## src/rtl/fetch_unit_pkg.sv

```systemverilog
// Shared constants and types for the instruction fetch stage.
// The queue entry packs the PC above the instruction word.
package fetch_unit_pkg;

  localparam logic [31:0] NOP_INST = 32'h0000_0013;

  localparam logic [1:0] FS_REQ   = 2'd0;
  localparam logic [1:0] FS_WAIT  = 2'd1;
  localparam logic [1:0] FS_DRAIN = 2'd2;

  typedef struct packed {
    logic [31:0] pc;
    logic [31:0] inst;
  } fetch_entry_t;

  function automatic logic [31:0] word_align(input logic [31:0] addr);
    return addr & 32'hFFFF_FFFC;
  endfunction

endpackage

```

## src/rtl/fetch_fifo.sv

```systemverilog
// Small synchronous FIFO for the prefetch queue.
// The head is read combinationally so the datapath sees it without an extra cycle.
module fetch_fifo #(
  parameter int DEPTH = 4,
  parameter int WIDTH = 64
) (
  input  logic                   clk,
  input  logic                   rst,
  input  logic                   push,
  input  logic                   pop,
  input  logic                   flush,
  input  logic [WIDTH-1:0]       push_data,
  output logic [$clog2(DEPTH):0] count,
  output logic                   full,
  output logic                   empty,
  output logic [WIDTH-1:0]       head
);

  localparam int AW = $clog2(DEPTH);
  localparam logic [AW:0] DEPTH_CNT = (AW+1)'(DEPTH);

  logic [WIDTH-1:0] mem [DEPTH];
  logic [AW-1:0]    wr_ptr_reg;
  logic [AW-1:0]    rd_ptr_reg;
  logic [AW:0]      count_reg;
  logic             do_push;
  logic             do_pop;

  assign full    = (count_reg == DEPTH_CNT);
  assign empty   = (count_reg == '0);
  assign do_push = push && !full;
  assign do_pop  = pop && !empty;
  assign count   = count_reg;
  assign head    = mem[rd_ptr_reg];

  // Flush wins over any same-cycle push or pop.
  always_ff @(posedge clk or negedge rst) begin
    if (!rst) begin
      wr_ptr_reg <= '0;
      rd_ptr_reg <= '0;
      count_reg  <= '0;
    end else if (flush) begin
      wr_ptr_reg <= '0;
      rd_ptr_reg <= '0;
      count_reg  <= '0;
    end else begin
      if (do_push) wr_ptr_reg <= wr_ptr_reg + 1'b1;
      if (do_pop)  rd_ptr_reg <= rd_ptr_reg + 1'b1;
      case ({do_push, do_pop})
        2'b10:   count_reg <= count_reg + 1'b1;
        2'b01:   count_reg <= count_reg - 1'b1;
        default: count_reg <= count_reg;
      endcase
    end
  end

  always_ff @(posedge clk) begin
    if (do_push && !flush) mem[wr_ptr_reg] <= push_data;
  end

endmodule

```

## src/rtl/fetch_unit.sv

```systemverilog
// Instruction fetch stage: sequential PC generation, one outstanding memory
// transaction, prefetch queue toward the datapath, and redirect handling.
module fetch_unit
  import fetch_unit_pkg::*;
#(
  parameter int          DEPTH    = 4,
  parameter logic [31:0] RESET_PC = 32'h0000_0000
) (
  input  logic        clk,
  input  logic        rst,
  output logic        imem_req,
  output logic [31:0] imem_addr,
  input  logic        imem_gnt,
  input  logic        imem_rvalid,
  input  logic [31:0] imem_rdata,
  output logic        inst_valid,
  output logic [31:0] inst,
  output logic [31:0] inst_pc,
  input  logic        inst_ready,
  input  logic        redirect,
  input  logic [31:0] redirect_pc
);

  localparam int AW = $clog2(DEPTH);
  localparam logic [AW:0] DEPTH_CNT = (AW+1)'(DEPTH);

  logic [1:0]   state_reg, state_next;
  logic [31:0]  fetch_pc_reg, fetch_pc_next;
  logic [31:0]  last_pc_reg;
  logic         push, pop, full, empty;
  logic [AW:0]  count;
  fetch_entry_t push_entry;
  fetch_entry_t head;

  // Request only depends on registered state, so it is stable until granted.
  assign imem_req  = rst && (state_reg == FS_REQ) && (count < DEPTH_CNT);
  assign imem_addr = fetch_pc_reg;

  assign push            = (state_reg == FS_WAIT) && imem_rvalid && !redirect && !full;
  assign pop             = inst_valid && inst_ready;
  assign push_entry.pc   = fetch_pc_reg;
  assign push_entry.inst = imem_rdata;

  assign inst_valid = !empty;
  assign inst       = empty ? NOP_INST : head.inst;
  assign inst_pc    = empty ? last_pc_reg : head.pc;

  fetch_fifo #(
    .DEPTH (DEPTH),
    .WIDTH ($bits(fetch_entry_t))
  ) u_fifo (
    .clk       (clk),
    .rst       (rst),
    .push      (push),
    .pop       (pop),
    .flush     (redirect),
    .push_data (push_entry),
    .count     (count),
    .full      (full),
    .empty     (empty),
    .head      (head)
  );

  always_comb begin
    state_next = state_reg;
    case (state_reg)
      FS_REQ: begin
        // A grant coinciding with redirect fetches a stale word; drain it.
        if (imem_req && imem_gnt) state_next = redirect ? FS_DRAIN : FS_WAIT;
      end
      FS_WAIT: begin
        if (imem_rvalid)   state_next = FS_REQ;
        else if (redirect) state_next = FS_DRAIN;
      end
      FS_DRAIN: begin
        if (imem_rvalid) state_next = FS_REQ;
      end
      default: state_next = FS_REQ;
    endcase
  end

  always_comb begin
    fetch_pc_next = fetch_pc_reg;
    if (redirect)  fetch_pc_next = word_align(redirect_pc);
    else if (push) fetch_pc_next = fetch_pc_reg + 32'd4;
  end

  always_ff @(posedge clk or negedge rst) begin
    if (!rst) begin
      state_reg    <= FS_REQ;
      fetch_pc_reg <= RESET_PC;
      last_pc_reg  <= '0;
    end else begin
      state_reg    <= state_next;
      fetch_pc_reg <= fetch_pc_next;
      if (!empty) last_pc_reg <= head.pc;
    end
  end

endmodule

```

## config.mk

```make
export PLATFORM = sky130hd
export DESIGN_NAME = fetch_unit
export DESIGN_NICKNAME = d
export VERILOG_FILES = /design/src/rtl/fetch_unit_pkg.sv /design/src/rtl/fetch_fifo.sv /design/src/rtl/fetch_unit.sv
export SDC_FILE = /design/constraint.sdc
export NUM_CORES = 1
export LEC_CHECK = 0
export ABC_AREA = 1
export CELL_PAD_IN_SITES_DETAIL_PLACEMENT = 1
export CELL_PAD_IN_SITES_GLOBAL_PLACEMENT = 1
export CORE_AREA = 2 2 158 191
export CTS_BUF_LIST = sky130_fd_sc_hd__clkbuf_16
export CTS_CLUSTER_DIAMETER = 150
export CTS_CLUSTER_SIZE = 10
export DETAILED_ROUTE_END_ITERATION = 16
export DIE_AREA = 0 0 160 193
export PLACE_DENSITY_LB_ADDON = 0.1
export SLEW_MARGIN = 20
export SYNTH_ARGS = -nofsm -noshare
export SYNTH_HDL_FRONTEND = slang
export SYNTH_HIERARCHICAL = 1
export SYNTH_SLANG_ARGS = --single-unit
```

## constraint.sdc

```tcl
create_clock -name clk -period 13.12 [get_ports clk]
set_input_delay 3.936 -clock clk [delete_from_list [all_inputs] [get_ports clk]]
set_output_delay 3.936 -clock clk [all_outputs]
set_load 0.01 [all_outputs]
```

Word-level counts from Yosys, hierarchy flattened
Memory sizes are Yosys's and may differ from the RTL's.
Index checks and enable logic that the tools add are counted.
{"block": "word_totals", "in_bits": 70, "reg_bits": 73, "out_inout_bits": 98, "latchBits": 0, "rom_bits": 0, "ramBits": 256, "memories": 1}
{"name": "u_fifo.mem", "words": 4, "width": 64, "read_ports": 1, "rd_ports_with_merged_regs": 0, "wr": 1, "line": "fetch_fifo.sv:22", "text": "logic [WIDTH-1:0] mem [DEPTH];"}
{"block": "classes", "bitwise": 0, "div": 0, "mul": 0, "shifts": 0, "n_lt_le_gt_ge": 1, "muxes": 18, "addsub": 5, "eq_ne": 8, "reduce_logical": 20}
{"op": "$mux 32", "n": 4}
{"op": "$add 32x3->32 const B", "n": 1}
{"op": "$mux 2", "n": 9}
{"op": "$logic_and 1x1->1", "n": 10}
{"op": "$pmux 2 s3", "n": 1}
{"op": "$pmux 3 s2", "n": 1}
{"op": "$reduce_bool 2->1", "n": 3}
{"op": "$add 2x1->2 const B", "n": 2}
{"op": "$eq 2x1->1 const B", "n": 2}
{"op": "$eq 2x2->1 const B", "n": 2}
{"op": "$add 3x1->3 const B", "n": 1}
{"op": "$eq 3x3->1 const B", "n": 1}
{"op": "$logic_not 1->1", "n": 3}
{"op": "$logic_not 3->1", "n": 1}
{"op": "$lt 3x3->1 const B", "n": 1}
{"op": "$mux 3", "n": 1}
{"op": "$ne 3x3->1 const B", "n": 1}
{"op": "$reduce_and 3->1", "n": 1}
{"op": "$reduce_bool 3->1", "n": 1}
{"op": "$sub 3x1->3 const B", "n": 1}
{"op": "$logic_not 2->1", "n": 1}
{"op": "$mux 1", "n": 2}
{"op": "$ne 2x1->1 const B", "n": 1}
{"op": "$ne 2x2->1 const B", "n": 1}

Longest topological paths before layout
Gate-level depths: netlist of the first run.
{"block": "logic_depth", "ltp_word": 8, "mapped_depth": 17, "mapped_depth_nobuf": 15}

By module
The synthesis of the first run kept the hierarchy.
{"mod": "fetch_fifo", "n_inst": 1, "area_each_um2": 9994.6, "cells_per_inst": 689}
{"mod": "fetch_unit", "n_inst": 1, "area_each_um2": 3837.4, "cells_per_inst": 545}

Least setup slack after synthesis of the first run
OpenSTA, ideal clock, no wires.
{"block": "synth_timing", "path_kind": "input to register", "from": "input redirect", "to": "memory u_fifo.mem[0][0], enable pin", "path_buffers": 2, "path_slack_ps": 5029, "stages": 9, "arrival_ps": 7605, "cell_sequence": "buf_2 -> nor2_4 -> nand2_4 -> inv_2 -> buf_4 -> inv_1 -> a21oi_2 -> nand2_1 -> nor2_1"}
{"block": "synth_between", "elab_chain_cells": 7}
{"element": "start: declaration", "line": "fetch_unit.sv:20", "text": "input logic redirect,"}
{"element": "$logic_not 1->1", "line": "fetch_unit.sv:39", "text": "assign push = (state_reg == FS_WAIT) && imem_rvalid && !redirect && !full;"}
{"element": "$logic_and 1x1->1 (2 in series)", "line": "fetch_unit.sv:39"}
{"element": "via push", "line": "fetch_unit.sv:30", "text": "logic push, pop, full, empty;"}
{"element": "$logic_and 1x1->1", "line": "fetch_fifo.sv:31", "text": "assign do_push = push && !full;"}
{"element": "$logic_and 1x1->1", "line": "fetch_fifo.sv:58", "text": "if (do_push && !flush) mem[wr_ptr_reg] <= push_data;"}
{"element": "$mux 1", "line": "fetch_fifo.sv:58"}
{"element": "$mux 1 (not written as such)", "line": "fetch_fifo.sv:58"}
{"element": "end: declaration", "line": "fetch_fifo.sv:22"}
The timed path passes the listed nets, and every way through them passes these cells.

Worst setup path after layout of the first run
{"block": "layout_timing", "from": "input rst", "to": "output imem_req"}
{"block": "layout_between", "elab_chain_cells": 2}
{"element": "start: declaration", "line": "fetch_unit.sv:10", "text": "input logic rst,"}
{"element": "$logic_and 1x1->1 (2 in series)", "line": "fetch_unit.sv:36", "text": "assign imem_req = rst && (state_reg == FS_REQ) && (count < DEPTH_CNT);"}
{"element": "end: declaration", "line": "fetch_unit.sv:11", "text": "output logic imem_req,"}
Every way passes these cells.

==> impl_metrics.json, run 1 <==
{
  "status": "completed",
  "nNetsFinal": 1470,
  "overflow": 0,
  "min_period_ns": 9.07,
  "cts-root-buf": "clkbuf_16",
  "p_per_area_nw_per_um2": 193,
  "synth_top_area_share_pct": 55.6,
  "hold_buffers": 0,
  "ir_worst_vdd_uv": 97.5,
  "synthTopCellsByCount": "256 x edfxtp_1, 230 x nand2_1, 195 x nor2_1",
  "cts_setup_buffers": 0,
  "power.total_mw": 3.24,
  "avgSynthCellArea_um2": 11.2,
  "clk_pin_slew_ns": 0.06,
  "yosysTopAreaCell": "edfxtp_1",
  "wl_per_cell_um": 19.6,
  "dr.pass1.iters": 5,
  "place_area_um2": 15700,
  "worst-setup-path-type": "input pin to output port",
  "seq_area_frac_synth_pct": 68.4,
  "skew_ns": 0.0125,
  "grt_pass1_wl_mm": 55.6,
  "coreArea_um2": 29200,
  "hold_class": "register to register",
  "synthesis.area_um2": 13800,
  "async_reset_ff_share_pct": 21.7,
  "rows": 69,
  "synth_ff_type": "edfxtp_1",
  "drive_gt1_share_pct": 7.95,
  "netlist_instances": 1234,
  "arrival_ns": 5.13,
  "max_freq_ghz": 0.110,
  "synth-seq-cells": 327,
  "slew_headroom_pct": 29.9,
  "cts_tree": "yes",
  "rsz0062_at_grt": "false",
  "grt_pass1_vias": 10400,
  "yosysMostFrequentCell": "edfxtp_1",
  "fp.dieW_um": 160,
  "drt_iter0_drc": 483,
  "ios": 168,
  "drv_slew": 0,
  "route.vias.total": 9805,
  "htreeDepth": 2,
  "antenna_found_initial": 0,
  "cp_max_fo": 31,
  "die-area_um2": 30900,
  "finalInstanceArea_um2": 16800,
  "leakage_nw": 6.42,
  "drc": 0,
  "ys_warn_count": 6,
  "final_antenna_net_count": 0,
  "routed_wl_mm": 35.5,
  "critical_path_required_ns": 9.18,
  "die_h_um": 193,
  "synth_edf_count": 256,
  "cts_buffer_depth": 3,
  "drv_cap": 0,
  "place.port_buffers": 163,
  "vias_per_cell": 5.41,
  "critPathLaunchType": "input pin",
  "synth.distinct_cells": 37,
  "finalCritPeriodShare_pct": 69.1,
  "setup_tns_ns": 0,
  "n_antenna_cell": 0,
  "cts_buffers": 38,
  "hpwl_mm": 21.3,
  "tightestPinTransition_ns": 1.05,
  "synthTopCellsByArea": "edfxtp_1 56%, dfrtp_1 13%, nand2_1 6.2%",
  "clkSinkCount": 327,
  "start_util_pct": 47.4,
  "clk_latency_ns": 0.51,
  "largest_reg_flops": 256,
  "grtUsageTotal_pct": 23.1,
  "ctsResizeCount": 0,
  "place_congestion": 0.759,
  "hold_viol": 0,
  "finalSetupViolations": 0,
  "grt_max_degree": 105,
  "endpoint_kind": "output port",
  "syn2layout_area_growth_pct": 21.5
}
[layer usage]
layer,vias up,share of wire (%),global-route usage [%],wire length (um)
met3,54,3.9,2.82,1390
met1,4919,42,28.6,14800
met5,-,0,0,0
met4,0,2.3,7.03,806
li1,4569,-,-,-
met2,263,52,42.8,18500
[where the power goes]
group / leakage (nW) / internal [mW] / switching [mW] / total (mW)
sequential: 3.18 / 1.22 / 0.0816 / 1.30
clock: 0.628 / 0.533 / 0.386 / 0.919
combinational: 2.62 / 0.435 / 0.584 / 1.02
[worst max-delay path, stage by stage]
cell,delay (ns)
buf_4,0.41
nand2_1,0.11
nor2_1,0.11
clkdlybuf4s50_1,0.54
[through the flow]
stage                     utilization (%)  worst slack (ns)  instances  hold WS, ns
after CTS                            57.6              4.00       1811        0.476
after global placement               53.9              4.03       1744        0.458
after global routing                 57.6              3.91       1811        0.502
after detailed placement             53.9              3.99       1744        0.461
after floorplan                         -              5.03       1243        0.502
final                                57.6              4.05       1811        0.472
[layout by cell type, fill, tap and decap left out, types with 7 or more instances in the layout]
| master | netlist | routed |
|---|---|---|
| nand2_1 | 230 | 230 |
| edfxtp_1 | 256 | 256 |
| nor2_1 | 195 | 191 |
| dfrtp_1 | 71 | 69 |
| clkbuf_16 | 0 | 39 |
| buf_4 | 7 | 13 |
| nor2_2 | 9 | 9 |
| nand3_1 | 53 | 53 |
| clkdlybuf4s50_1 | 0 | 162 |
| nand2_2 | 7 | 7 |
| nor2_4 | 7 | 11 |
| inv_1 | 74 | 99 |
| conb_1 | 1 | 10 |
| o21ai_1 | 47 | 47 |
| a22oi_2 | 11 | 11 |
| o21ai_0 | 89 | 89 |
| o22ai_1 | 64 | 64 |
| inv_2 | 7 | 7 |
[path summary, 6_finish.rpt]
path | from | cells after the start | slack (ns) | end
min reg2reg | last_pc_reg[30] | 2 | 0.47 | last_pc_reg[30]
max in group asynchronous | rst | 2 | 8.65 | u_fifo/rd_ptr_reg[0]
min in group asynchronous | rst | 1 | 3.40 | last_pc_reg[20]
max reg2reg | u_fifo/count[2] | 10 | 9.61 | u_fifo/mem[3][7]
min | last_pc_reg[30] | 2 | 0.47 | last_pc_reg[30]
max | rst | 4 | 4.05 | imem_req
[kinds of logic (layout without fill, tap and decap cells)]
kind of cell / after synthesis / count (layout) / share of synthesized area [%]
flip-flops: 327 / 327 / 68.4
adder cells (fa/ha/maj): 6 / 6 / 0.597
other: 1 / 10 / 0.0271
buffers and inverters: 146 / 324 / 5.07
AND/OR/NAND/NOR: 518 / 518 / 15.7
XOR/XNOR: 7 / 7 / 0.443
AO/OA/AOI/OAI: 229 / 229 / 9.77
[area by class of cell]
| class | count | area (um2) |
|---|---|---|
| timing repair buffer | 175 | 1720 |
| fill | 3148 | 12400 |
| clock buffer | 39 | 976 |
| sequential | 327 | 9470 |
| multi-input combinational | 770 | 3730 |
| clock inverter | 28 | 111 |
| inverter | 82 | 313 |
| tap | 390 | 488 |
Power figures use the tool's default switching activity.
==> inputs of run 2 (changes only) <==
--- a/config.mk
+++ b/config.mk
@@ -8,12 +8,12 @@
 export ABC_AREA = 1
 export CELL_PAD_IN_SITES_DETAIL_PLACEMENT = 1
 export CELL_PAD_IN_SITES_GLOBAL_PLACEMENT = 1
-export CORE_AREA = 2 2 158 191
+export CORE_AREA = 2 2 165 200
 export CTS_BUF_LIST = sky130_fd_sc_hd__clkbuf_16
 export CTS_CLUSTER_DIAMETER = 150
 export CTS_CLUSTER_SIZE = 10
 export DETAILED_ROUTE_END_ITERATION = 16
-export DIE_AREA = 0 0 160 193
+export DIE_AREA = 0 0 167 202
 export PLACE_DENSITY_LB_ADDON = 0.1
 export SLEW_MARGIN = 20
 export SYNTH_ARGS = -nofsm -noshare
==> constraint.sdc (replaced) <==
create_clock -name clk -period 9 [get_ports clk]
set_input_delay 2.7 -clock clk [delete_from_list [all_inputs] [get_ports clk]]
set_output_delay 2.7 -clock clk [all_outputs]
set_load 0.01 [all_outputs]
==> impl_metrics.json, run 2 (synthesis results as in run 1) <==
{
  "status": "completed",
  "drive_gt1_share_pct": 8.26,
  "setup_tns_ns": 0,
  "grt_pass1_wl_mm": 54.5,
  "grt_max_degree": 103,
  "cp_max_fo": 27,
  "power_frac_comb_pct": 31.0,
  "worst-setup-path-type": "input pin to output port",
  "drc": 0,
  "hold_viol": 0,
  "grt_pass1_vias": 10100,
  "wl_met2_mm": 18.0,
  "place_congestion": 0.781,
  "wl_met1_mm": 14.8,
  "switching_share_pct": 32.1,
  "drv_cap": 0,
  "internal_power_mw": 3.22,
  "hold_class": "register to register",
  "largest_reg_flops": 256,
  "n_fill_cell": 3402,
  "max_freq_ghz": 0.155,
  "p_per_area_nw_per_um2": 280,
  "worst_path_dominant_cell_family": "buffers and inverters",
  "tightestPinTransition_ns": 1.07,
  "rsz0062_at_grt": "false",
  "min_period_ns": 6.46,
  "top_layer_used": "met4",
  "crit_chain": "buf_4, nand2_1, nor2_1, clkdlybuf4s50_1",
  "die-area_um2": 33700,
  "cts_buffer_depth": 3,
  "fp.dieW_um": 167,
  "finalCritPeriodShare_pct": 71.8,
  "slew_headroom_pct": 28.5,
  "reg2reg_to": "u_fifo/mem[3][1]",
  "rrSetupSlack_ns": 5.70,
  "routed_wl_mm": 34.6,
  "power_frac_seq_pct": 39.9,
  "wl_met3_mm": 1.24,
  "grtUsageTotal_pct": 20.6,
  "crit_buf_inv": 2,
  "syn2layout_area_growth_pct": 22.5,
  "layout_commonest_cell": "edfxtp_1",
  "power.switching_mw": 1.52,
  "place.port_buffers": 163,
  "antenna_found_initial": 0,
  "overflow": 0,
  "hpwl_mm": 20.8,
  "finalSetupViolations": 0,
  "ctsResizeCount": 0,
  "dr.pass1.iters": 4,
  "htreeDepth": 2,
  "arrival_ns": 3.76,
  "r2r_start": "u_fifo/count[2]",
  "hold_buffers": 0,
  "final_cell_mix": "256 x edfxtp_1, 230 x nand2_1, 191 x nor2_1",
  "clock_power_share_pct": 29.1,
  "min_to": "last_pc_reg[13]",
  "cts_tree": "yes",
  "min_from": "last_pc_reg[13]",
  "start_util_pct": 43.5,
  "nNetsFinal": 1474,
  "cpPeakStageDelay_ns": 0.54,
  "drt_iter0_drc": 519,
  "endpoint_kind": "output port",
  "clk_latency_ns": 0.52,
  "vias_per_cell": 5.24,
  "rows": 72,
  "r2r_cells": 10,
  "critPathLaunchType": "input pin",
  "clk_pin_slew_ns": 0.05,
  "final_antenna_net_count": 0,
  "cts_setup_buffers": 0,
  "cts_buffers": 38,
  "clkSinkCount": 327,
  "leakage_nw": 6.48,
  "wl_per_cell_um": 18.9,
  "setup_ws_ns": 2.54,
  "skew_ns": 0.0155,
  "coreArea_um2": 31800,
  "ios": 168,
  "route.vias.total": 9612,
  "min_path_cells": 2,
  "ir_worst_vdd_uv": 151,
  "cts-root-buf": "clkbuf_16",
  "place_ws_ns": 2.49,
  "die_h_um": 202,
  "drv_slew": 0,
  "slowest_stage": "clkdlybuf4s50_1",
  "critical_path_required_ns": 6.30,
  "path_depth": 4
}
[run 2: worst min-delay path, cell delays in order (launching register included)]
cell	delay (ns)
dfrtp_1	0.32
nand2_1	0.05
nand2_1	0.07
[run 2: per-stage QoR]
step | cell area, um2 | util (%) | hold WS, ns | power (mW) | cells
floorplan | 13900 | - | 0.502 | 2.68 | 1243
global placement | 15800 | 49.6 | 0.461 | 3.38 | 1764
detailed placement | 15800 | 49.6 | 0.466 | 3.42 | 1764
CTS | 16900 | 53.2 | 0.481 | 4.81 | 1834
global route | 16900 | 53.3 | 0.503 | 5.01 | 1835
finish | 16900 | 53.3 | 0.477 | 4.74 | 1836
[run 2: power groups by stage]
| stage | Clock (mW) | Sequential, mW | Combinational [mW] |
|---|---|---|---|
| after CTS | 1.41 | 1.89 | 1.51 |
| after global routing | 1.47 | 1.91 | 1.62 |
| after detailed placement | 0 | 1.92 | 1.50 |
| after global placement | 0 | 1.92 | 1.47 |
| after floorplan | 0 | 1.88 | 0.798 |
| final | 1.38 | 1.89 | 1.47 |
[run 2: layout make-up]
type | count | area, um2 | area share, %
Antenna cell | 1 | 2.50 | 0.0148
Clock inverter | 29 | 110 | 0.650
Sequential cell | 327 | 9470 | 55.9
Inverter | 82 | 313 | 1.85
Tap cell | 407 | 509 | 3.01
Multi-Input combinational cell | 770 | 3730 | 22.0
Clock buffer | 41 | 1030 | 6.06
Timing Repair Buffer | 179 | 1780 | 10.5
[run 2: worst max path at each step]
stage,start,to
global route,rst,imem_req
global placement,rst,imem_req
detailed placement,rst,imem_req
CTS,rst,imem_req
finish,rst,imem_req
floorplan,redirect,u_fifo/mem[0][0]
[run 2: layer usage]
layer	global-route usage [%]	vias to the layer above
li1	-	4577
met2	37.5	190
met1	25.7	4806
met3	2.76	39
met4	5.70	0
met5	0	-
==> inputs of run 3 (changes only) <==
==> constraint.sdc (replaced) <==
create_clock -name clk -period 6.4 [get_ports clk]
set_input_delay 1.92 -clock clk [delete_from_list [all_inputs] [get_ports clk]]
set_output_delay 1.92 -clock clk [all_outputs]
set_load 0.01 [all_outputs]
==> impl_metrics.json, run 3 (synthesis results as in run 1) <==
{
  "cpMostUsedCell": "nand2_1",
  "status": "completed",
  "reg2reg_to": "u_fifo/mem[2][60]",
  "coreArea_um2": 31800,
  "finalSetupViolations": 0,
  "ir_worst_vdd_uv": 243,
  "place_area_um2": 15800,
  "arrival_ns": 3.33,
  "min_period_ns": 5.25,
  "skew_ns": 0.0142,
  "fp.dieW_um": 167,
  "grt_pass1_vias": 10400,
  "vias_per_cell": 5.28,
  "htreeDepth": 2,
  "cpPeakStageDelay_ns": 0.74,
  "clk_latency_ns": 0.52,
  "leakage_nw": 6.46,
  "grtUsageTotal_pct": 21.0,
  "slew_headroom_pct": 34.4,
  "final_antenna_net_count": 0,
  "ctsResizeCount": 0,
  "n_fill_cell": 3409,
  "syn2layout_area_growth_pct": 22.2,
  "ios": 168,
  "power_frac_seq_pct": 40.0,
  "routed_wl_mm": 35.2,
  "worst-setup-path-type": "register to output port",
  "clkSinkCount": 327,
  "tightestPinTransition_ns": 0.984,
  "ff_latch_area_um2": 9470,
  "cp_max_fo": 87,
  "hpwl_mm": 20.9,
  "use_met1_pct": 26.0,
  "cts_buffer_depth": 3,
  "crit_chain": "inv_4, buf_4, o21ai_1, o22ai_1, nand2_1, nand2_1, clkdlybuf4s50_1",
  "cts_tree": "yes",
  "power.switching_mw": 2.16,
  "cts_setup_buffers": 0,
  "r2r_start": "u_fifo/count[2]",
  "place_congestion": 0.781,
  "die_h_um": 202,
  "route.vias.total": 9689,
  "grt_busiest_layer": "met2",
  "finalCritPeriodShare_pct": 82.1,
  "rows": 72,
  "worst_path_dominant_cell_family": "buffers and inverters",
  "n_antenna_cell": 0,
  "rsz0062_at_grt": "false",
  "drv_cap": 0,
  "grt_pass1_wl_mm": 55.7,
  "start_util_pct": 43.5,
  "min_to": "last_pc_reg[3]",
  "use_met2_pct": 37.7,
  "rrSetupSlack_ns": 3.19,
  "hold_viol": 0,
  "use_met3_pct": 2.86,
  "internal_power_mw": 4.48,
  "setup_tns_ns": 0,
  "hold_buffers": 0,
  "switching_share_pct": 32.6,
  "finalInstanceArea_um2": 16900,
  "drt_iter0_drc": 486,
  "final_cell_mix": "256 x edfxtp_1, 230 x nand2_1, 191 x nor2_1",
  "hold_class": "register to register",
  "antenna_found_initial": 0,
  "clk_pin_slew_ns": 0.05,
  "place.port_buffers": 163,
  "layout_commonest_cell": "edfxtp_1",
  "power.total_mw": 6.64,
  "grt_max_degree": 109,
  "endpoint_kind": "output port",
  "die-area_um2": 33700,
  "cts_buffers": 38,
  "crit_buf_inv": 3,
  "cts-root-buf": "clkbuf_16",
  "overflow": 0,
  "wl_per_cell_um": 19.2,
  "multi_input_area_um2": 3730,
  "drive_gt1_share_pct": 8.40,
  "largest_reg_flops": 256,
  "min_from": "last_pc_reg[3]",
  "p_per_area_nw_per_um2": 393,
  "power_frac_comb_pct": 31.5,
  "critical_path_required_ns": 4.48,
  "min_path_cells": 2,
  "dr.pass1.iters": 5,
  "clock_power_share_pct": 28.5,
  "r2r_cells": 11,
  "drv_slew": 0,
  "max_freq_ghz": 0.190,
  "slowest_stage": "inv_4",
  "path_depth": 7,
  "critPathLaunchType": "register",
  "drc": 0,
  "nNetsFinal": 1476
}
run 3: cell count changes in the layout (fill, tap and decap cells not counted), sizes merged:
cell,previous run,this run
buf,17,19
clkbuf,41,38
clkinv,1,2
diode,1,0
inv,110,111
run 3: how the worst max path moves through the flow:
stage                               from           endpoint  slack, ns
floorplan                       redirect   u_fifo/mem[0][0]       0.32
global placement             imem_rvalid  u_fifo/mem[2][57]       1.40
detailed placement           imem_rvalid  u_fifo/mem[2][54]       1.38
CTS                 u_fifo/rd_ptr_reg[0]        inst_pc[28]       1.03
global route        u_fifo/rd_ptr_reg[0]         inst_pc[0]       0.88
finish              u_fifo/rd_ptr_reg[0]         inst_pc[0]       1.15
run 3: metal layers:
metal / up-vias / wire [um]
met3: 60 / 1250
met1: 4827 / 14900
li1: 4572 / -
met5: - / 0
met4: 0 / 947
met2: 230 / 18200
run 3: layout make-up:
cell class                      instances  share of cell area [%]
Clock buffer                           38                    5.63
Multi-Input combinational cell        770                    22.1
Clock inverter                         31                   0.829
Inverter                               82                    1.85
Timing Repair Buffer                  181                    10.6
Sequential cell                       327                    56.0
Tap cell                              407                    3.01
run 3: stage by stage:
step	utilization, %	hold slack (ns)	cells	worst slack (ns)
after floorplan	-	0.502	1243	0.325
after global placement	49.7	0.460	1767	1.40
after detailed placement	49.7	0.465	1767	1.38
after CTS	53.1	0.480	1836	1.03
after global routing	53.1	0.505	1836	0.881
final	53.1	0.475	1836	1.15
run 3: power by group through the flow:
stage	logic (mW)	registers (mW)	clock network, mW
finish	2.09	2.66	1.89
global route	2.32	2.68	2.02
floorplan	1.12	2.64	0
detailed placement	2.13	2.70	0
CTS	2.14	2.66	1.94
global placement	2.08	2.69	0
run 3: tightest hold or removal path: stages (launching register included):
cell	delay, ns
dfrtp_1	0.32
nand2_1	0.05
nand2_1	0.07
==> edit: new RTL, settings of run 3 <==
Make the reset (`rst`) synchronous in 2 clocked blocks.
--- a/src/rtl/fetch_fifo.sv
+++ b/src/rtl/fetch_fifo.sv
@@ -35,5 +35,5 @@
 
   // Flush wins over any same-cycle push or pop.
-  always_ff @(posedge clk or negedge rst) begin
+  always_ff @(posedge clk) begin
     if (!rst) begin
       wr_ptr_reg <= '0;
--- a/src/rtl/fetch_unit.sv
+++ b/src/rtl/fetch_unit.sv
@@ -86,5 +86,5 @@
   end
 
-  always_ff @(posedge clk or negedge rst) begin
+  always_ff @(posedge clk) begin
     if (!rst) begin
       state_reg    <= FS_REQ;
Formal check against the unedited RTL: differs if rst is asserted again (counterexample within 4 cycles, from zero or initial values and one cycle with rst low); with rst held inactive, the same outputs for 4 cycles.
==> edit against run 3 <==
Wire length up 4.0%; synthesized area up 1.2%; count of clock-buffer cells in the layout up 1; sequential cell count up 2; hold slack worse by 0.0071 ns; design area up 0.63%; worst setup slack worse by 0.12 ns; cell count up 5.9%; critical endpoint is now inst_pc[21]; clock skew up 0.0045 ns.
Power is not compared: it rests on default switching activity, and its combinational part moved more than twofold at a synthesized area within 25%.
==> edit: results (changes against run 3) <==
* Cell with the most instances after synthesis: edfxtp_1
* Synth top area cells: edfxtp_1, dfxtp_1, nand2_1
* FF-to-FF End: u_fifo/mem[0][56]
* WHS Endpoint: last_pc_reg[30]
* GP Congestion at 0.810 (+3.7%)
* Post-CTS Setup Inserts at 0 (unchanged)
* Least-Margin Pin Slew at 1.05 ns (+0.0644 ns)
* Worst clock skew at 0.0187 ns (+0.00448 ns)
* CTS root buffer: clkbuf_16
* Detail Placement HPWL at 21.3 mm (+2.2%)
* Vias in the first global route at 11000 (+6.0%)
* Max stage delay on crit path at 0.80 ns (+0.06 ns)
* R2R cell count at 11 (unchanged)
* Nets at 1585 (+7.4%)
* Share of cells above drive strength 1 at 7.09% (-1.3 points)
* Largest net degree at the start of global routing at 95 (-13%)
* Seq/Total Area, Yosys at 65.4% (-3.0 points)
* Commonest cells in the netlist: edfxtp_1, nand2_1, nor2_1
* Worst Path Max Fanout at 93 (+6.9%)
* Unique cell type count in the Yosys netlist at 42 (+14%)
* Async SR Flop Fraction at 0% (-22 points)
* Total Routing Usage GR at 21.6% (+0.55 points)
* Worst Path Arrival at 3.45 ns (+0.12 ns)
* Worst flop-to-flop path startpoint: u_fifo/count[1]
* First-pass GRT wire length at 57.8 mm (+3.7%)
* Reg2reg setup slack at 3.43 ns (+0.24 ns)
* Hold Path Stages at 2 (unchanged)
* Initial DRC Count at 597 (+23%)
* Area after DPL at 15900 µm² (+0.71%)
* Min-delay src: last_pc_reg[30]
* ANT cells at 0 (unchanged)
* DR WL/cell at 18.8 µm (-1.8%)
* Post-DR vias/cell at 5.30 (+0.40%)
* Status: complete, no violations
## edit: cell types whose count changed after synthesis, sizes merged, moves of 3 or more
cell,before,now
nand2,242,257
nand4,4,1
inv,82,94
a31oi,0,5
o21bai,4,0
xnor2,4,1
dfrtp,71,0
o211ai,3,6
clkbuf,28,33
a21oi,3,54
dfxtp,0,73
nor3,2,5
nor2,211,257
a22oi,16,0
## edit: where the power goes
group / switching [µW] / internal [µW] / total (µW) / leakage (µW)
Sequential: 37.9 / 2320 / 2360 / 0.00290
Combinational: 95.0 / 92.6 / 188 / 0.00269
Clock: 812 / 1090 / 1900 / 0.000640
Total: 945 / 3500 / 4450 / 0.00624
## edit: critical path: cells and delay by family (launching register included)
| family | cells | cell delay [ns] |
|---|---|---|
| AO/OA/AOI/OAI | 2 | 0.30 |
| AND/OR/NAND/NOR | 2 | 0.23 |
| flip-flops | 1 | 0.46 |
| buffers and inverters | 3 | 1.89 |
## edit: logic make-up (layout without fill, tap and decap cells)
group / count (synthesis) / after routing / share of synthesized area (%)
other: 1 / 10 / 0.0268
AND/OR/NAND/NOR: 580 / 580 / 17.2
XOR/XNOR: 2 / 2 / 0.125
flip-flops: 329 / 329 / 65.4
buffers and inverters: 166 / 342 / 5.92
adder cells (fa/ha/maj): 7 / 7 / 0.680
AO/OA/AOI/OAI: 267 / 267 / 10.6
## edit: worst max path at each step
stage,startpoint,to,slack [ns],depth (start not counted)
5_1_grt,register,inst_pc[21],0.76,7
2_1_floorplan,redirect,u_fifo/mem[0][0],0.43,11
3_5_place_dp,rst,imem_req,1.06,5
3_3_place_gp,rst,imem_req,1.06,5
6_report,register,inst_pc[21],1.03,7
4_1_cts,register,inst_pc[21],1.0,7
## edit: layer usage
metal  track usage [%]  wire length [µm]  part of all wire (%)
met2              40.4             19100                    52
met1              26.0             15500                    42
met5                 0                 0                     0
met4              6.13               648                   1.8
met3              2.55              1370                   3.7
## edit: stage by stage
step	power [µW]	instances	setup slack, ns	hold slack, ns
floorplan	2470	1361	0.428	0.444
global route	4590	1944	0.764	0.491
finish	4450	1944	1.03	0.468
global placement	2580	1875	1.06	0.451
CTS	4490	1944	0.999	0.468
detailed placement	2590	1875	1.06	0.460
## edit: area by class of cell
cell class                 count  area (µm²)
fill                        3491       14800
clock buffer                  39         976
inverter                      95         362
tap                          407         509
sequential                   329        9150
multi-input combinational    866        4080
clock inverter                30         118
timing repair buffer         178        1810
